==> src/rtl/sdram_aref_pkg.sv <==
// Shared SDRAM definitions: command encodings {cs_n,ras_n,cas_n,we_n} and
// default timing wait counts used by the init, refresh and arbiter stages.
package sdram_aref_pkg;

    typedef enum logic [3:0] {
        NOP_CMD       = 4'b1000,
        PRE_CHARG_CMD = 4'b0010,
        AUTO_REF_CMD  = 4'b0001,
        MOD_REG_CMD   = 4'b0000
    } sdram_cmd_e;

    localparam int unsigned T_RP_CNT  = 2;
    localparam int unsigned T_RFC_CNT = 7;

endpackage

==> src/rtl/sdram_wait_cnt.sv <==
// Wait-state cycle counter: counts from 0 while enabled, flags the terminal
// count and clears itself on that cycle or whenever disabled.
module sdram_wait_cnt (
    input  logic       clk,
    input  logic       rst_n,
    input  logic       en,
    input  logic [2:0] last,
    output logic       done
);

    logic [2:0] cnt_clk_q, cnt_clk_d;

    always_comb begin
        done      = en && (cnt_clk_q == last);
        cnt_clk_d = (en && !done) ? cnt_clk_q + 3'd1 : '0;
    end

    always_ff @(posedge clk) begin
        if (!rst_n) cnt_clk_q <= '0;
        else        cnt_clk_q <= cnt_clk_d;
    end

endmodule

==> src/rtl/sdram_aref.sv <==
// SDRAM auto-refresh controller: requests a refresh slot every interval and,
// once granted, issues precharge-all followed by AREF_NUM auto-refreshes.
module sdram_aref
    import sdram_aref_pkg::*;
#(
    parameter int unsigned CNT_REF_MAX = 749,
    parameter int unsigned CNT_TRP     = T_RP_CNT,
    parameter int unsigned CNT_TRFC    = T_RFC_CNT,
    parameter int unsigned AREF_NUM    = 2
) (
    input  logic        clk,
    input  logic        rst_n,
    input  logic        init_end,
    input  logic        aref_en,
    output logic        aref_req,
    output logic [3:0]  aref_cmd,
    output logic [1:0]  aref_bank_addr,
    output logic [12:0] aref_addr,
    output logic        aref_end
);

    localparam int unsigned REF_W  = $clog2(CNT_REF_MAX + 1);
    localparam int unsigned AREF_W = $clog2(AREF_NUM + 1);

    typedef enum logic [5:0] {
        IDLE      = 6'b000001,
        PRE_CHARG = 6'b000010,
        WAIT_TRP  = 6'b000100,
        AUTO_REF  = 6'b001000,
        WAIT_TRFC = 6'b010000,
        AREF_END  = 6'b100000
    } state_e;

    state_e            state_q, state_d;
    sdram_cmd_e        aref_cmd_q, aref_cmd_d;
    logic [REF_W-1:0]  cnt_ref_q, cnt_ref_d;
    logic [AREF_W-1:0] cnt_aref_q, cnt_aref_d;
    logic              aref_req_q, aref_req_d;
    logic              ref_wrap, accept, in_wait, wait_done;
    logic [2:0]        wait_last;

    sdram_wait_cnt u_wait_cnt (
        .clk   (clk),
        .rst_n (rst_n),
        .en    (in_wait),
        .last  (wait_last),
        .done  (wait_done)
    );

    always_comb begin
        in_wait   = init_end && (state_q == WAIT_TRP || state_q == WAIT_TRFC);
        wait_last = (state_q == WAIT_TRP) ? 3'(CNT_TRP) : 3'(CNT_TRFC);
        ref_wrap  = init_end && (cnt_ref_q == REF_W'(CNT_REF_MAX));
        accept    = (state_q == IDLE) && aref_req_q && aref_en;
        cnt_ref_d = (!init_end || ref_wrap) ? '0 : cnt_ref_q + REF_W'(1);

        // A wrap coinciding with acceptance wins so that interval is not lost.
        aref_req_d = aref_req_q;
        if (!init_end)     aref_req_d = 1'b0;
        else if (ref_wrap) aref_req_d = 1'b1;
        else if (accept)   aref_req_d = 1'b0;

        state_d    = state_q;
        cnt_aref_d = cnt_aref_q;
        unique case (state_q)
            IDLE: begin
                cnt_aref_d = '0;
                if (accept) state_d = PRE_CHARG;
            end
            PRE_CHARG: state_d = WAIT_TRP;
            WAIT_TRP:  if (wait_done) state_d = AUTO_REF;
            AUTO_REF:  state_d = WAIT_TRFC;
            WAIT_TRFC: begin
                if (wait_done) begin
                    cnt_aref_d = cnt_aref_q + AREF_W'(1);
                    state_d    = (cnt_aref_q == AREF_W'(AREF_NUM - 1)) ? AREF_END : AUTO_REF;
                end
            end
            AREF_END:  state_d = IDLE;
            default:   state_d = IDLE;
        endcase
        if (!init_end) state_d = IDLE;

        aref_cmd_d = NOP_CMD;
        if (init_end) begin
            if (state_q == PRE_CHARG)     aref_cmd_d = PRE_CHARG_CMD;
            else if (state_q == AUTO_REF) aref_cmd_d = AUTO_REF_CMD;
        end
    end

    always_ff @(posedge clk) begin
        if (!rst_n) begin
            state_q    <= IDLE;
            cnt_ref_q  <= '0;
            cnt_aref_q <= '0;
            aref_req_q <= 1'b0;
            aref_cmd_q <= NOP_CMD;
        end else begin
            state_q    <= state_d;
            cnt_ref_q  <= cnt_ref_d;
            cnt_aref_q <= cnt_aref_d;
            aref_req_q <= aref_req_d;
            aref_cmd_q <= aref_cmd_d;
        end
    end

    assign aref_req       = aref_req_q;
    assign aref_cmd       = aref_cmd_q;
    assign aref_end       = (state_q == AREF_END);
    assign aref_bank_addr = 2'b11;
    assign aref_addr      = 13'h1fff;

endmodule

==> config.mk <==
export PLATFORM = sky130hd
export DESIGN_NAME = sdram_aref
export DESIGN_NICKNAME = d
export VERILOG_FILES = /design/src/rtl/sdram_aref_pkg.sv /design/src/rtl/sdram_wait_cnt.sv /design/src/rtl/sdram_aref.sv
export SDC_FILE = /design/constraint.sdc
export NUM_CORES = 1
export LEC_CHECK = 0
export ABC_CLOCK_PERIOD_IN_PS = 2300
export BUFFER_PORTS_ARGS = -buffer_cell sky130_fd_sc_hd__buf_2
export CAP_MARGIN = 20
export CORE_MARGIN = 1.5
export CORE_UTILIZATION = 54
export DETAILED_ROUTE_END_ITERATION = 12
export PLACE_DENSITY = 0.78
export SLEW_MARGIN = 5
export SYNTH_ARGS = -nofsm -noshare
export SYNTH_HDL_FRONTEND = slang
export SYNTH_HIERARCHICAL = 1
export SYNTH_SLANG_ARGS = --single-unit
export TNS_END_PERCENT = 100
==> constraint.sdc <==
create_clock -name clk -period 2.3 [get_ports clk]
set_input_delay 0.46 -clock clk [delete_from_list [all_inputs] [get_ports clk]]
set_output_delay 0.46 -clock clk [all_outputs]
set_load 0.05 [all_outputs]
==> results.tsv, run 1 <==
metric	value	unit
status	complete, no violations	
DRC viols	0	
Die H	53.2	um
Setup Buffers After CTS	0	
Core Util, Final	0.570	
gpl congestion	0.893	
Yosys Warn Count	6	
Reg2Reg Setup Slack	0.23	ns
crit-path max cell delay	0.43	ns
DR WL/cell	12.6	um
initial core utilization	0.559	
Net Sw Power	0.197	mW
Root Driver	clkbuf_4	
Clk Latency, worst-skew pair	0.32	ns
skew final	0.00707	ns
synthesized area	1360	um2
antenna cell count	0	
pin count of the biggest net entering global routing	14	
main flop type after synthesis	dfxtp_1	
post-DP HPWL	1.75	mm
Required @ worst endpoint	1.84	ns
Final Slew Violations	0	
Post-DRT Antenna Nets	0	
Arr. time, crit path	1.61	ns
combinational power share	0.105	
Static Leak	0.503	nW
fillers	214	
die area	2830	um2
Vias per Instance	5.51	
Synth Area per Inst	9.32	um2
CP Class	register to output pin	
post-route cell area	1390	um2
CP Max Fanout	9	
Die W	53.2	um
global-route wire length before repair	3.91	mm
num rows	18	
placed cell areas	1360	um2
critical path, cell by cell	nor4_2, buf_4, and3b_1, buf_2	
Sequential Power Share	0.618	
post_cts resized	0	
Net Sw Frac	0.279	
All-Layer GR Usage	0.193	
worst rel slew slack	0.597	
Worst-Margin Slew	0.602	ns
total grt overflow	0	
Placed Cells	180	
Port Buffer Count	8	
# H-tree levels	1	
fin nets	163	
Final Hold Viols	0	
fmax	0.482	GHz
TritonCTS clock tree	yes	
IO Pins	25	
TritonCTS Buffers	3	
clock buffer depth	2	
Hold Buf Count CTS	0	
Clock Sinks	25	
Layout area overhead	2.02	%
Layout Cells excl Fill	184	
Seq/Total Area, Yosys	0.368	
RSZ-0062 raised after global routing	false	
clock power share	0.277	
number of global-route vias before repair	854	
First DRT Iteration DRCs	18	
final WL	2.31	mm
Int Power	0.509	mW
Period minus WS final	2.07	ns
Cells after Synth	146	
layout cells sized above 1	0.136	
maximum vdd drop	0.327	mV
clock-pin slew on the worst setup and hold paths	0.12	ns
final setup TNS	0	ns
initial antenna violation count	0	
core area	2430	um2
Cell variety after synth	42	
Final Cycle Share	0.902	
Hold WC Path Type	primary input to register	
Critical-path top delay cell	dfxtp_1	
max-cap violation count	0	
synthesized flop and latch total	25	
fraction of registers with async set/reset	0	
Setup-failing EPs final	0	
via count	1014	
1st-pass router iterations	4	
Setup crit end kind	output pin	
Worst setup SP type	register	
Post-synth EDFFs	0	
PD cells	509	nW/um2
## layer usage
metal	part of all wire	wire, um	track usage	vias to the layer above
li1	-	-	-	513
met1	0.47	1080	0.249	461
met2	0.47	1080	0.304	35
met3	0.045	103	0.0339	5
met4	0.021	49	0.103	0
met5	0	0	0	-
## registers in the layout (all words and copies together) (netlist names)
signal	count
aref_cmd	3
aref_req	1
cnt_aref_q	2
cnt_ref_q	10
state_q	6
u_wait_cnt/cnt_clk_q	3
## cell type report
cell class / count / area, um2 / area share
multi-input combinational: 111 / 753 / 0.543
sequential: 25 / 500 / 0.361
timing repair buffer: 10 / 55.1 / 0.0397
tap: 30 / 37.5 / 0.0271
clock buffer: 4 / 26.3 / 0.0189
inverter: 4 / 15.0 / 0.0108
## cell usage after synthesis, drive strengths merged (4+ instances only)
master | count | area [um2]
or3 | 4 | 25.0
inv | 4 | 15.0
nand2 | 5 | 18.8
nor2 | 10 | 37.5
or4 | 4 | 33.8
a21oi | 5 | 25.0
buf | 18 | 136
nand3 | 6 | 30.0
xnor2 | 6 | 52.6
ha | 4 | 50.1
o21ai | 5 | 25.0
dfxtp | 25 | 500
o31ai | 6 | 58.8
## layout by cell type, fill, tap and decap left out, types with 4 or more instances in the layout
cell / n
o31ai_1: 5
nand2_1: 5
nand3_1: 6
nor2_1: 10
buf_2: 8
xnor2_1: 6
o21ai_0: 5
a21oi_1: 5
or3_1: 4
conb_1: 17
inv_1: 4
dfxtp_1: 25
ha_1: 4
## path summary, 6_finish.rpt
check / depth (start not counted) / start / end
min reg2reg: 2 / cnt_aref_q[1] / cnt_aref_q[1]
max: 4 / state_q[2] / aref_end
min: 3 / rst_n / cnt_aref_q[1]
max reg2reg: 6 / state_q[0] / cnt_aref_q[0]
## kinds of logic (layout without fill, tap and decap cells)
family	count (synthesis)	in the layout	share of synthesized area
adder cells (fa/ha/maj)	4	4	0.0368
AO/OA/AOI/OAI	26	26	0.154
buffers and inverters	25	18	0.120
XOR/XNOR	9	9	0.0580
flip-flops	25	25	0.368
AND/OR/NAND/NOR	55	55	0.259
other	2	17	0.00552
## through the flow
stage,worst slack [ns],total power [mW],hold slack [ns]
detailed placement,0.262,0.520,0.457
finish,0.226,0.706,0.437
global placement,0.340,0.519,0.446
global route,0.107,0.740,0.422
floorplan,0.361,0.535,0.435
CTS,0.228,0.713,0.424
## power groups by stage
stage	combinational, mW	sequential (mW)	clock (mW)
after global placement	0.0732	0.446	0
after global routing	0.0787	0.437	0.224
after detailed placement	0.0736	0.446	0
after floorplan	0.0892	0.446	0
after CTS	0.0737	0.437	0.203
final	0.0740	0.437	0.195
## worst max-delay path, delay by kind of cell (launching register included)
family,cells,cell delay (ns)
AND/OR/NAND/NOR,2,0.44
flip-flops,1,0.43
buffers and inverters,2,0.43
No activity file was read; power rests on OpenSTA's default activity.
==> run 2, diff against run 1 <==
- CORE_UTILIZATION: 54 -> 55
- CTS_BUF_LIST: unset -> sky130_fd_sc_hd__clkbuf_8
- PLACE_DENSITY: 0.78 -> 0.79
==> results.tsv, run 2 (same netlist as run 1, synthesis figures left out) <==
metric	value	unit
Top Registers	cnt_ref_q: 10 flops, state_q: 6 flops	
global-route wire length before repair	4.02	mm
status	complete, no violations	
max-cap violation count	0	
number of global-route vias before repair	937	
Port Buffer Count	8	
num rows	17	
placed cell areas	1350	um2
TritonCTS clock tree	yes	
fin nets	162	
post_cts resized	0	
max reg flops	10	
clock buffer depth	2	
Setup crit end kind	register	
Clk Latency, worst-skew pair	0.27	ns
hold path cells	2	
Setup-failing EPs final	0	
Die W	52.7	um
pin count of the biggest net entering global routing	15	
post-DP HPWL	1.76	mm
Sequential Power Share	0.566	
CP Max Fanout	8	
hold wc startpoint	cnt_aref_q[1]	
Static Leak	0.508	nW
Required @ worst endpoint	2.49	ns
antenna cell count	0	
Worst setup SP type	register	
PD cells	551	nW/um2
combinational power share	0.097	
worst rel slew slack	0.606	
post-route cell area	1400	um2
Vias per Instance	5.61	
setup ws final	0.179	ns
1st-pass router iterations	4	
Period minus WS final	2.12	ns
Post-Place Worst Slack	0.212	ns
initial antenna violation count	0	
skew final	0.00362	ns
# H-tree levels	1	
TritonCTS Buffers	3	
Worst-Margin Slew	0.589	ns
Reg2Reg Setup Slack	0.18	ns
Clock Sinks	25	
maximum vdd drop	0.355	mV
Net Sw Power	0.208	mW
Setup Buffers After CTS	0	
Die H	52.7	um
DR WL/cell	12.7	um
clock-pin slew on the worst setup and hold paths	0.09	ns
hold endpoint	cnt_aref_q[1]	
Hold WC Path Type	register to register	
Reg-to-Reg End	cnt_aref_q[0]	
Tot Pwr	0.770	mW
Layout area overhead	2.76	%
Largest Register	cnt_ref_q	
core area	2280	um2
Root Driver	clkbuf_8	
Core Util, Final	0.614	
IO Pins	25	
Hold Buf Count CTS	0	
RSZ-0062 raised after global routing	false	
Post-DRT Antenna Nets	0	
Reg2Reg Depth	6	
via count	1016	
DRC viols	0	
Final Cycle Share	0.922	
layout cells sized above 1	0.137	
total grt overflow	0	
final setup TNS	0	ns
gpl congestion	0.777	
most frequent cells in the layout	dfxtp_1, conb_1, nor2_1, buf_2	
First DRT Iteration DRCs	15	
Final Slew Violations	0	
final WL	2.30	mm
Net Sw Frac	0.271	
worst reg2reg path startpoint	state_q[3]	
CP Class	register to register	
Arr. time, crit path	2.31	ns
most common cell after layout, fill and taps aside	dfxtp_1	
initial core utilization	0.598	
die area	2780	um2
Int Power	0.562	mW
clock power share	0.337	
All-Layer GR Usage	0.196	
Final Hold Viols	0	
fmax	0.471	GHz
## run 2: cell count changes in the layout (fill, tap and decap cells not counted), sizes merged
cell	previous run	this run
buf	10	9
clkinv	0	1
clkbuf	4	3
## run 2: per-layer routing
metal	GRT usage	wire (um)
met2	0.315	1040
met5	0	0
met1	0.254	1130
met3	0.0257	99
met4	0.103	25
## run 2: how the worst max path moves through the flow
stage          startpoint             to  depth (start not counted)
6_report       state_q[3]  cnt_aref_q[0]                          6
5_1_grt        state_q[3]  cnt_aref_q[1]                          6
4_1_cts        state_q[3]  cnt_aref_q[0]                          6
3_5_place_dp   state_q[3]  cnt_aref_q[0]                          6
3_3_place_gp   state_q[3]  cnt_aref_q[0]                          6
2_1_floorplan  state_q[0]  cnt_aref_q[1]                          7
## run 2: power groups by stage
stage	sequential (mW)	combinational [mW]	clock, mW
floorplan	0.446	0.0892	0
global placement	0.446	0.0734	0
detailed placement	0.446	0.0739	0
CTS	0.436	0.0740	0.269
global route	0.437	0.0789	0.286
finish	0.436	0.0744	0.260
## run 2: metrics by stage
stage	hold slack (ns)	std cells
global route	0.513	181
finish	0.466	181
global placement	0.445	177
detailed placement	0.456	177
floorplan	0.435	161
CTS	0.468	181
## run 2: final cells by class
type	instances	area [um2]
Tap cell	28	35.0
Multi-Input combinational cell	111	753
Timing Repair Buffer	9	47.5
Clock buffer	3	41.3
Clock inverter	1	5.00
Sequential cell	25	500
Inverter	4	15.0
Fill cell	197	878
## run 2: worst max-delay path: stages, from the launching register on
cell      delay [ns]
dfxtp_1         0.38
or3_1           0.45
nor4b_1         0.46
and4_2          0.37
and3b_1         0.20
nand4b_1        0.11
o31ai_1         0.07
